$ cat src/rtl/ysyx_23060229_lsu.sv
// ---------------------------------------------------------------------------
// ysyx_23060229_lsu
//
// Load/store unit between the execute stage and a word-addressed memory
// port. One transaction at a time: accept a request, issue one aligned
// memory access (or fail it immediately if illegal/misaligned), wait for the
// memory response (bounded by TIMEOUT_CYC), then present the result to
// write-back.
//
// Handshake rule used on every valid/ready pair in this block: a transfer
// happens on a rising clk edge where valid && ready are both 1. Once a
// producer raises valid it keeps valid and its payload stable until that
// edge. The response channel (mem_rsp_valid) has no ready; it is only
// looked at while the FSM is in WAIT.
//
// Ports
//   clk, rst              rising-edge clock, synchronous active-high reset
//   in_valid / in_ready   request from execute stage
//   is_store, op, addr,   request payload (op is the RISC-V funct3)
//   wdata, rd
//   mem_req_valid/_ready  memory request handshake
//   mem_addr, mem_wen,    memory request payload (mem_addr is word-aligned,
//   mem_wstrb, mem_wdata  write data/strobes already placed in byte lanes)
//   mem_rsp_valid,        memory response (read data or write ack)
//   mem_rdata
//   out_valid / out_ready result handshake to write-back
//   out_rdata, out_rd,    result payload
//   out_wen, out_err
//   dbg_state             current FSM state (0 IDLE, 1 REQ, 2 WAIT, 3 RESP)
// ---------------------------------------------------------------------------
module ysyx_23060229_lsu #(
  parameter int unsigned TIMEOUT_CYC = 255
) (
  input  logic        clk,
  input  logic        rst,
  // request from execute
  input  logic        in_valid,
  output logic        in_ready,
  input  logic        is_store,
  input  logic [2:0]  op,
  input  logic [31:0] addr,
  input  logic [31:0] wdata,
  input  logic [4:0]  rd,
  // memory request
  output logic        mem_req_valid,
  input  logic        mem_req_ready,
  output logic [31:0] mem_addr,
  output logic        mem_wen,
  output logic [3:0]  mem_wstrb,
  output logic [31:0] mem_wdata,
  // memory response
  input  logic        mem_rsp_valid,
  input  logic [31:0] mem_rdata,
  // result to write-back
  output logic        out_valid,
  input  logic        out_ready,
  output logic [31:0] out_rdata,
  output logic [4:0]  out_rd,
  output logic        out_wen,
  output logic        out_err,
  // debug
  output logic [1:0]  dbg_state
);

  // Counter only needs to reach TIMEOUT_CYC-1.
  localparam int unsigned  CW       = (TIMEOUT_CYC > 1) ? $clog2(TIMEOUT_CYC) : 1;
  localparam logic [CW-1:0] CNT_LAST = CW'(TIMEOUT_CYC - 1);

  typedef enum logic [1:0] {
    S_IDLE = 2'd0,
    S_REQ  = 2'd1,
    S_WAIT = 2'd2,
    S_RESP = 2'd3
  } state_t;

  state_t state, state_nxt;

  // Latched request
  logic          is_store_q;
  logic [2:0]    op_q;
  logic [31:0]   addr_q;
  logic [31:0]   wdata_q;
  logic [4:0]    rd_q;

  // Result held for write-back
  logic [31:0]   res_rdata_q;
  logic          res_wen_q;
  logic          res_err_q;

  logic [CW-1:0] wait_cnt_q;

  // -------------------------------------------------------------------------
  // Request classification (on the live inputs, used at accept time)
  // -------------------------------------------------------------------------
  logic accept;
  logic op_legal;
  logic addr_aligned;
  logic req_ok;
  logic timeout_hit;

  assign accept = in_valid && in_ready;

  always_comb begin
    op_legal = 1'b0;
    if (is_store) begin
      case (op)
        3'b000, 3'b001, 3'b010: op_legal = 1'b1;
        default:                op_legal = 1'b0;
      endcase
    end else begin
      case (op)
        3'b000, 3'b001, 3'b010, 3'b100, 3'b101: op_legal = 1'b1;
        default:                                op_legal = 1'b0;
      endcase
    end
  end

  // op[1:0] encodes the access size for every legal op: 00 byte, 01 half, 10 word.
  always_comb begin
    addr_aligned = 1'b1;
    case (op[1:0])
      2'b01:   addr_aligned = (addr[0] == 1'b0);
      2'b10:   addr_aligned = (addr[1:0] == 2'b00);
      default: addr_aligned = 1'b1;
    endcase
  end

  assign req_ok      = op_legal && addr_aligned;
  assign timeout_hit = (wait_cnt_q == CNT_LAST);

  // -------------------------------------------------------------------------
  // Load data extraction from the addressed byte lane
  // -------------------------------------------------------------------------
  logic [31:0] lane;
  logic [31:0] load_data;

  assign lane = mem_rdata >> {addr_q[1:0], 3'b000};

  always_comb begin
    load_data = 32'h0;
    case (op_q)
      3'b000:  load_data = {{24{lane[7]}}, lane[7:0]};
      3'b001:  load_data = {{16{lane[15]}}, lane[15:0]};
      3'b010:  load_data = lane;
      3'b100:  load_data = {24'h0, lane[7:0]};
      3'b101:  load_data = {16'h0, lane[15:0]};
      default: load_data = 32'h0;
    endcase
  end

  // -------------------------------------------------------------------------
  // FSM: state register
  // -------------------------------------------------------------------------
  always_ff @(posedge clk) begin
    if (rst) begin
      state <= S_IDLE;
    end else begin
      state <= state_nxt;
    end
  end

  // -------------------------------------------------------------------------
  // FSM: next state
  // -------------------------------------------------------------------------
  always_comb begin
    state_nxt = state;
    case (state)
      S_IDLE: begin
        if (accept) begin
          state_nxt = req_ok ? S_REQ : S_RESP;
        end
      end
      S_REQ: begin
        if (mem_req_ready) begin
          state_nxt = S_WAIT;
        end
      end
      S_WAIT: begin
        // A response in the last counted cycle still wins over the timeout.
        if (mem_rsp_valid || timeout_hit) begin
          state_nxt = S_RESP;
        end
      end
      S_RESP: begin
        if (out_ready) begin
          state_nxt = S_IDLE;
        end
      end
      default: state_nxt = S_IDLE;
    endcase
  end

  // -------------------------------------------------------------------------
  // FSM: outputs (payloads are zero outside the state that owns them)
  // -------------------------------------------------------------------------
  always_comb begin
    in_ready      = 1'b0;
    mem_req_valid = 1'b0;
    mem_addr      = 32'h0;
    mem_wen       = 1'b0;
    mem_wstrb     = 4'h0;
    mem_wdata     = 32'h0;
    out_valid     = 1'b0;
    out_rdata     = 32'h0;
    out_rd        = 5'h0;
    out_wen       = 1'b0;
    out_err       = 1'b0;
    dbg_state     = state;
    if (!rst) begin
      case (state)
        S_IDLE: begin
          in_ready = 1'b1;
        end
        S_REQ: begin
          mem_req_valid = 1'b1;
          mem_addr      = {addr_q[31:2], 2'b00};
          mem_wen       = is_store_q;
          mem_wdata     = wdata_q << {addr_q[1:0], 3'b000};
          if (is_store_q) begin
            case (op_q[1:0])
              2'b00:   mem_wstrb = 4'b0001 << addr_q[1:0];
              2'b01:   mem_wstrb = 4'b0011 << addr_q[1:0];
              default: mem_wstrb = 4'b1111;
            endcase
          end
        end
        S_RESP: begin
          out_valid = 1'b1;
          out_rdata = res_rdata_q;
          out_rd    = rd_q;
          out_wen   = res_wen_q;
          out_err   = res_err_q;
        end
        default: ;
      endcase
    end
  end

  // -------------------------------------------------------------------------
  // Datapath: request latch, wait counter, result capture
  // -------------------------------------------------------------------------
  always_ff @(posedge clk) begin
    if (rst) begin
      is_store_q  <= 1'b0;
      op_q        <= 3'h0;
      addr_q      <= 32'h0;
      wdata_q     <= 32'h0;
      rd_q        <= 5'h0;
      res_rdata_q <= 32'h0;
      res_wen_q   <= 1'b0;
      res_err_q   <= 1'b0;
      wait_cnt_q  <= '0;
    end else begin
      if (accept) begin
        is_store_q <= is_store;
        op_q       <= op;
        addr_q     <= addr;
        wdata_q    <= wdata;
        rd_q       <= rd;
        if (!req_ok) begin
          res_rdata_q <= 32'h0;
          res_wen_q   <= 1'b0;
          res_err_q   <= 1'b1;
        end
      end

      if (state == S_REQ && mem_req_ready) begin
        wait_cnt_q <= '0;
      end

      if (state == S_WAIT) begin
        if (mem_rsp_valid) begin
          res_err_q <= 1'b0;
          if (is_store_q) begin
            res_rdata_q <= 32'h0;
            res_wen_q   <= 1'b0;
          end else begin
            res_rdata_q <= load_data;
            res_wen_q   <= (rd_q != 5'd0);
          end
        end else if (timeout_hit) begin
          res_rdata_q <= 32'h0;
          res_wen_q   <= 1'b0;
          res_err_q   <= 1'b1;
        end else begin
          wait_cnt_q <= wait_cnt_q + 1'b1;
        end
      end
    end
  end

endmodule

$ cat config.mk
export PLATFORM = sky130hd
export DESIGN_NAME = ysyx_23060229_lsu
export DESIGN_NICKNAME = d
export VERILOG_FILES = /design/src/rtl/ysyx_23060229_lsu.sv
export SDC_FILE = /design/constraint.sdc
export NUM_CORES = 1
export LEC_CHECK = 0
export CAP_MARGIN = 20
export CORE_MARGIN = 8
export CORE_UTILIZATION = 23
export DETAILED_ROUTE_END_ITERATION = 8
export GPL_ROUTABILITY_DRIVEN = 0
export SLEW_MARGIN = 20
export SYNTH_ARGS = -nofsm -noshare
export SYNTH_HDL_FRONTEND = slang
export SYNTH_SLANG_ARGS = --single-unit
$ cat constraint.sdc
create_clock -name clk -period 4.37 [get_ports clk]
set_clock_uncertainty 0.1 [all_clocks]
set_input_delay 0.437 -clock clk [delete_from_list [all_inputs] [get_ports clk]]
set_output_delay 0.437 -clock clk [all_outputs]
set_load 0.01 [all_outputs]
==> flow_summary.ini, run 1 <==
[outcome]
outcome = finished clean

[critical_path]
rrSetupSlack_ns = 1.89
cp-end-kind = output port
worst_r2r_startpoint = addr_q[1]
cp_max_fo = 17
reg2regPathDepth = 4
endpoint = mem_wdata[0]
critPathLaunchType = flop
arrival_ns = 2.79
rr_endpoint = res_rdata_q[27]
critical_path_required_ns = 3.83
cp-startpoint = dbg_state[1]
worstSetupPathType = reg2out

[power]
p_per_area_mw_per_mm2 = 448
peakVddDrop_mv = 0.225
p_leak_nw = 3.33

[die]
die_w_um = 180
rows = 60
start_util_pct = 23.2
die_h_um = 180
core_area_mm2 = 0.0267
dieArea_mm2 = 0.0325
io_pins = 224

[yosys]
ys_ff_latch = 117
async_reset_ff_share_pct = 0
yosysSeqAreaShare_pct = 37.7
ys_warn_count = 0
synth_edf_count = 0
synth_area_mm2 = 0.00621
synthFlopType = dfxtp_1
syn_avg_cell_area_um2 = 7.94
synth.distinct_cells = 57
synth_cells = 782

[global_routing]
grt_max_degree = 85
grt_pass1_vias = 6132
grt_util_all_layers_pct = 13.6
globalRoute.totalOverflow = 0
grt_use_met3_pct = 5.02
met2_usage_pct = 21.8
busiest_layer = met2
grt_antenna_before_repair = 0
use_met1_pct = 17.0
grt_pass1_wl_um = 35300

[clock_network]
clk_path_buf_depth = 2
cts_resized = 0
cts_tree = done
clk_latency_ns = 0.42
cts-buffers-inserted = 17
cts.clk_slew.worst_paths_ns = 0.06
cts_root_buf = clkbuf_16
cts_sinks = 117
htreeDepth = 4
cts_hold_buf = 0
post_cts_buffers = 0

[cells_and_area]
drive_above_1_share_pct = 5.78
area_growth_pct = 50.1
n_fill_cell = 2833
antenna_cells = 0
seq_area_mm2 = 0.00234
multi_input_area_mm2 = 0.00352
final_cell_area_mm2 = 0.00932
finish.net_count = 1094

[sta]
setup_violations = 0
finalSetupTns_ns = 0
grt_setup_unrepaired = false
hold_viol = 0
layout_worst_path_cycle_share_pct = 76.1
setup_slack_ns = 1.04
fin_crit_ns = 3.33
fmax_ghz = 0.301
maxSlewHeadroom_pct = 35.1
worst_slew_pin_slew_ns = 0.972
drv_slew = 0
whs_ns = 0.204

[min_path]
holdCritPathClass = in2reg

[detailed_routing]
routedWlPerCell_um = 16.8
drt_pass1_iterations = 5
totalWireLength_um = 22300
drt_iter0_drc = 413
via_count = 6082
vias_per_cell = 4.58
drc = 0
ant_nets = 0

[place]
pre_cts_slack_ns = 1.45
dp_hpwl_um = 16200
portBuffers = 221
placed_cell_area_mm2 = 0.00865

[flow_run]
drv_cap = 0
## per-layer routing
layer	part of all wire, %	vias to the layer above
li1	-	3062
met1	46	2830
met2	46	173
met3	7.0	17
met4	1.2	0
met5	0	-
## synthesized netlist by cell type (all sizes together) (3+ instances only)
cell | count | area [µm²]
mux2i | 39 | 390
nor2 | 72 | 278
nor2b | 12 | 75.1
and2 | 50 | 313
nand2 | 135 | 507
mux2 | 3 | 41.3
o22ai | 8 | 50.1
o2bb2ai | 11 | 96.3
inv | 14 | 52.6
a211oi | 20 | 163
a221o | 8 | 80.1
a22o | 17 | 149
nand2b | 46 | 288
buf | 32 | 193
a21oi | 21 | 105
o31ai | 3 | 36.3
ha | 10 | 125
nand3 | 12 | 60.1
dfxtp | 117 | 2340
clkbuf | 29 | 109
o21ai | 81 | 405
a32o | 7 | 70.1
and3 | 3 | 18.8
## per-stage QoR
step | total power (W) | instances | util [%]
6_report | 0.00418 | 1327 | 34.9
5_1_grt | 0.00442 | 1327 | 34.9
4_1_cts | 0.00423 | 1327 | 34.9
3_5_place_dp | 0.00258 | 1295 | 32.4
3_3_place_gp | 0.00256 | 1295 | 32.4
2_1_floorplan | 0.00216 | 783 | -
## power by group
part / internal, W / switching [W] / total (W)
Combinational: 0.000497 / 0.000608 / 0.00111
Sequential: 0.00126 / 0.000177 / 0.00144
Clock: 0.00108 / 0.000549 / 0.00163
Total: 0.00284 / 0.00133 / 0.00418
## critical path: stages (launching register included)
cell and delay, ns:
dfxtp_1 0.33, inv_1 0.12, ha_1 0.23, nand2_1 0.11, buf_4 0.22, inv_2 0.09
nand2b_1 0.20, nor2_1 0.34, and2_1 0.18, clkdlybuf4s50_1 0.54
## how the worst min path moves through the flow
stage,start,cells past startpoint,end
floorplan,res_rdata_q[7],1,res_rdata_q[7]
global placement,res_rdata_q[7],1,res_rdata_q[7]
detailed placement,res_wen_q,1,res_wen_q
CTS,rst,2,dbg_state[0]
global route,rst,2,dbg_state[0]
finish,rst,2,dbg_state[0]
## cell usage in the layout (no fill, tap or decap), drive strengths merged, types with 14 or more instances in the layout
cell           instances
o21ai                 81
inv                   14
nand2b                46
a21oi                 21
and2                  50
clkdlybuf4s50        220
nor2                  72
dfxtp                117
mux2i                 39
a22o                  17
clkbuf                19
a211oi                20
nand2                135
## flip-flops by register name, summed over array words and instances, names as in the netlist
signal	count
addr_q	32
dbg_state	2
is_store_q	1
op_q	3
rd_q	5
res_err_q	1
res_rdata_q	32
res_wen_q	1
wait_cnt_q	8
wdata_q	32
## area by class of cell
| type | instances | area share [%] |
|---|---|---|
| clock buffers | 19 | 4.75 |
| clock inverters | 13 | 2.46 |
| inverters | 14 | 0.564 |
| multi-input cells | 591 | 37.8 |
| flip-flops and latches | 117 | 25.2 |
| well taps | 341 | 4.58 |
| repair buffers | 232 | 24.7 |
## kinds of logic (layout without fill, tap and decap cells)
kind of cell               Yosys count  after routing  synth area share [%]
other                                1              2                0.0604
xor gates and xnor gates             1              1                 0.141
DFF                                117            117                  37.7
muxes                               42             42                  6.95
AOI/OAI and AO/OA                  190            190                  20.7
and+or+nand+nor                    346            346                  26.7
buffers and inverters               75            278                  5.70
adders and majority gates           10             10                  2.01
(Power assumes the default switching activity.)
==> inputs of run 2 (changes only) <==
==> constraint.sdc (replaced) <==
create_clock -name clk -period 3.4 [get_ports clk]
set_clock_uncertainty 0.1 [all_clocks]
set_input_delay 0.34 -clock clk [delete_from_list [all_inputs] [get_ports clk]]
set_output_delay 0.34 -clock clk [all_outputs]
set_load 0.01 [all_outputs]
==> flow_summary.ini, run 2 (synthesis gave the netlist of run 1 again) <==
[outcome]
outcome = finished clean

[sta]
setup_slack_ns = 0.467
setup_violations = 0
grt_setup_unrepaired = false
fin_crit_ns = 2.93
drv_slew = 0
finalSetupTns_ns = 0
maxSlewHeadroom_pct = 53.5
worst_slew_pin_slew_ns = 0.698
hold_viol = 0
fmax_ghz = 0.341
layout_worst_path_cycle_share_pct = 86.3

[clock_network]
cts_tree = done
clk_latency_ns = 0.40
cts.clk_slew.worst_paths_ns = 0.06
post_cts_buffers = 0
clk_path_buf_depth = 2
htreeDepth = 4
cts_hold_buf = 0
cts_sinks = 117
cts_root_buf = clkbuf_16
cts_resized = 0
cts-buffers-inserted = 17

[cells_and_area]
finish.net_count = 1098
layout_commonest_cell = clkdlybuf4s50_1
multi_input_area_mm2 = 0.00352
antenna_cells = 0
drive_above_1_share_pct = 6.16
area_growth_pct = 49.5
n_fill_cell = 2791
seq_area_mm2 = 0.00234
most-common-layout-cells = clkdlybuf4s50_1 (220), nand2_1 (135), dfxtp_1 (115)
top_regs = addr_q x32, res_rdata_q x32, wdata_q x32

[detailed_routing]
vias_per_cell = 4.56
routedWlPerCell_um = 16.7
totalWireLength_um = 22200
drc = 0
ant_nets = 0
drt_pass1_iterations = 7
drt_iter0_drc = 446
via_count = 6072

[die]
io_pins = 224
die_w_um = 180
rows = 60
die_h_um = 180
start_util_pct = 23.2
core_area_mm2 = 0.0267
dieArea_mm2 = 0.0325

[global_routing]
grt_util_all_layers_pct = 13.5
grt_max_degree = 104
grt_pass1_wl_um = 35200
globalRoute.totalOverflow = 0
grt_antenna_before_repair = 1
grt_pass1_vias = 6067

[place]
portBuffers = 221
pre_cts_slack_ns = 0.616
dp_hpwl_um = 16200

[critical_path]
cp-end-kind = output port
worst_r2r_startpoint = addr_q[1]
cp_max_fo = 8
rr_endpoint = res_rdata_q[24]
rrSetupSlack_ns = 1.06
reg2regPathDepth = 5
arrival_ns = 2.49
critPathLaunchType = flop
worstSetupPathType = reg2out
critical_path_required_ns = 2.96

[power]
p_per_area_mw_per_mm2 = 556
p_leak_nw = 3.32
peakVddDrop_mv = 0.238

[min_path]
min_path_cells = 2
min_from = rst
whs_endpoint = wait_cnt_q[6]
holdCritPathClass = in2reg

[flow_run]
drv_cap = 0
## run 2: area by class of cell
cell class | instances | area share, %
sequential | 117 | 25.3
multi-input combinational | 591 | 37.9
tap | 341 | 4.60
clock inverter | 14 | 1.91
inverter | 14 | 0.566
clock buffer | 18 | 4.62
timing repair buffer | 236 | 25.1
## run 2: worst max path at each step
stage	start	endpoint	slack (ns)	depth (start not counted)
finish	dbg_state[1]	mem_wdata[5]	0.47	8
global route	dbg_state[1]	mem_wdata[7]	0.20	8
global placement	op[0]	res_rdata_q[13]	0.65	8
floorplan	op[0]	res_rdata_q[12]	1.41	7
CTS	dbg_state[1]	mem_wdata[1]	0.40	8
detailed placement	op[0]	res_rdata_q[13]	0.62	8
## run 2: per-layer routing
| layer | routed length [µm] | up-vias | part of all wire (%) | GRT usage, % |
|---|---|---|---|---|
| li1 | - | 3074 | - | - |
| met1 | 10300 | 2790 | 46 | 17.3 |
| met2 | 10000 | 188 | 45 | 21.0 |
| met3 | 1490 | 18 | 6.7 | 4.42 |
| met4 | 353 | 2 | 1.6 | 4.56 |
| met5 | 10 | - | 0.045 | 0 |
## run 2: report_power, final
group / internal (W) / switching, W / leakage [nW] / total [W]
logic: 0.000653 / 0.000836 / 2.08 / 0.00149
clock network: 0.00116 / 0.000708 / 0.284 / 0.00187
registers: 0.00162 / 0.000180 / 0.957 / 0.00180
total: 0.00344 / 0.00172 / 3.32 / 0.00516
## run 2: critical path, cell delays in order (launching register included)
cell and delay (ns):
dfxtp_1 0.34, inv_1 0.12, ha_1 0.24, nand2_1 0.14, inv_2 0.09, nand2b_1 0.15
nor2_1 0.30, and2_1 0.18, clkdlybuf4s50_1 0.53
## run 2: per-stage QoR
stage,cells,power (W),area [µm²],util (%),hold slack [ns]
global placement,1299,0.00332,8680,32.5,0.337
finish,1331,0.00516,9290,34.7,0.178
CTS,1331,0.00523,9290,34.7,0.141
detailed placement,1299,0.00333,8680,32.5,0.344
floorplan,783,0.00278,6210,-,0.324
global route,1331,0.00548,9290,34.7,0.156
==> inputs of run 3 (changes only) <==
--- a/config.mk
+++ b/config.mk
@@ -5,7 +5,7 @@
 export SDC_FILE = /design/constraint.sdc
 export NUM_CORES = 1
 export LEC_CHECK = 0
-export CAP_MARGIN = 20
+export CAP_MARGIN = 15
 export CORE_MARGIN = 8
 export CORE_UTILIZATION = 23
 export DETAILED_ROUTE_END_ITERATION = 8
==> results of run 3 <==
Final layout, timing and power as in run 2 (identical DEF).
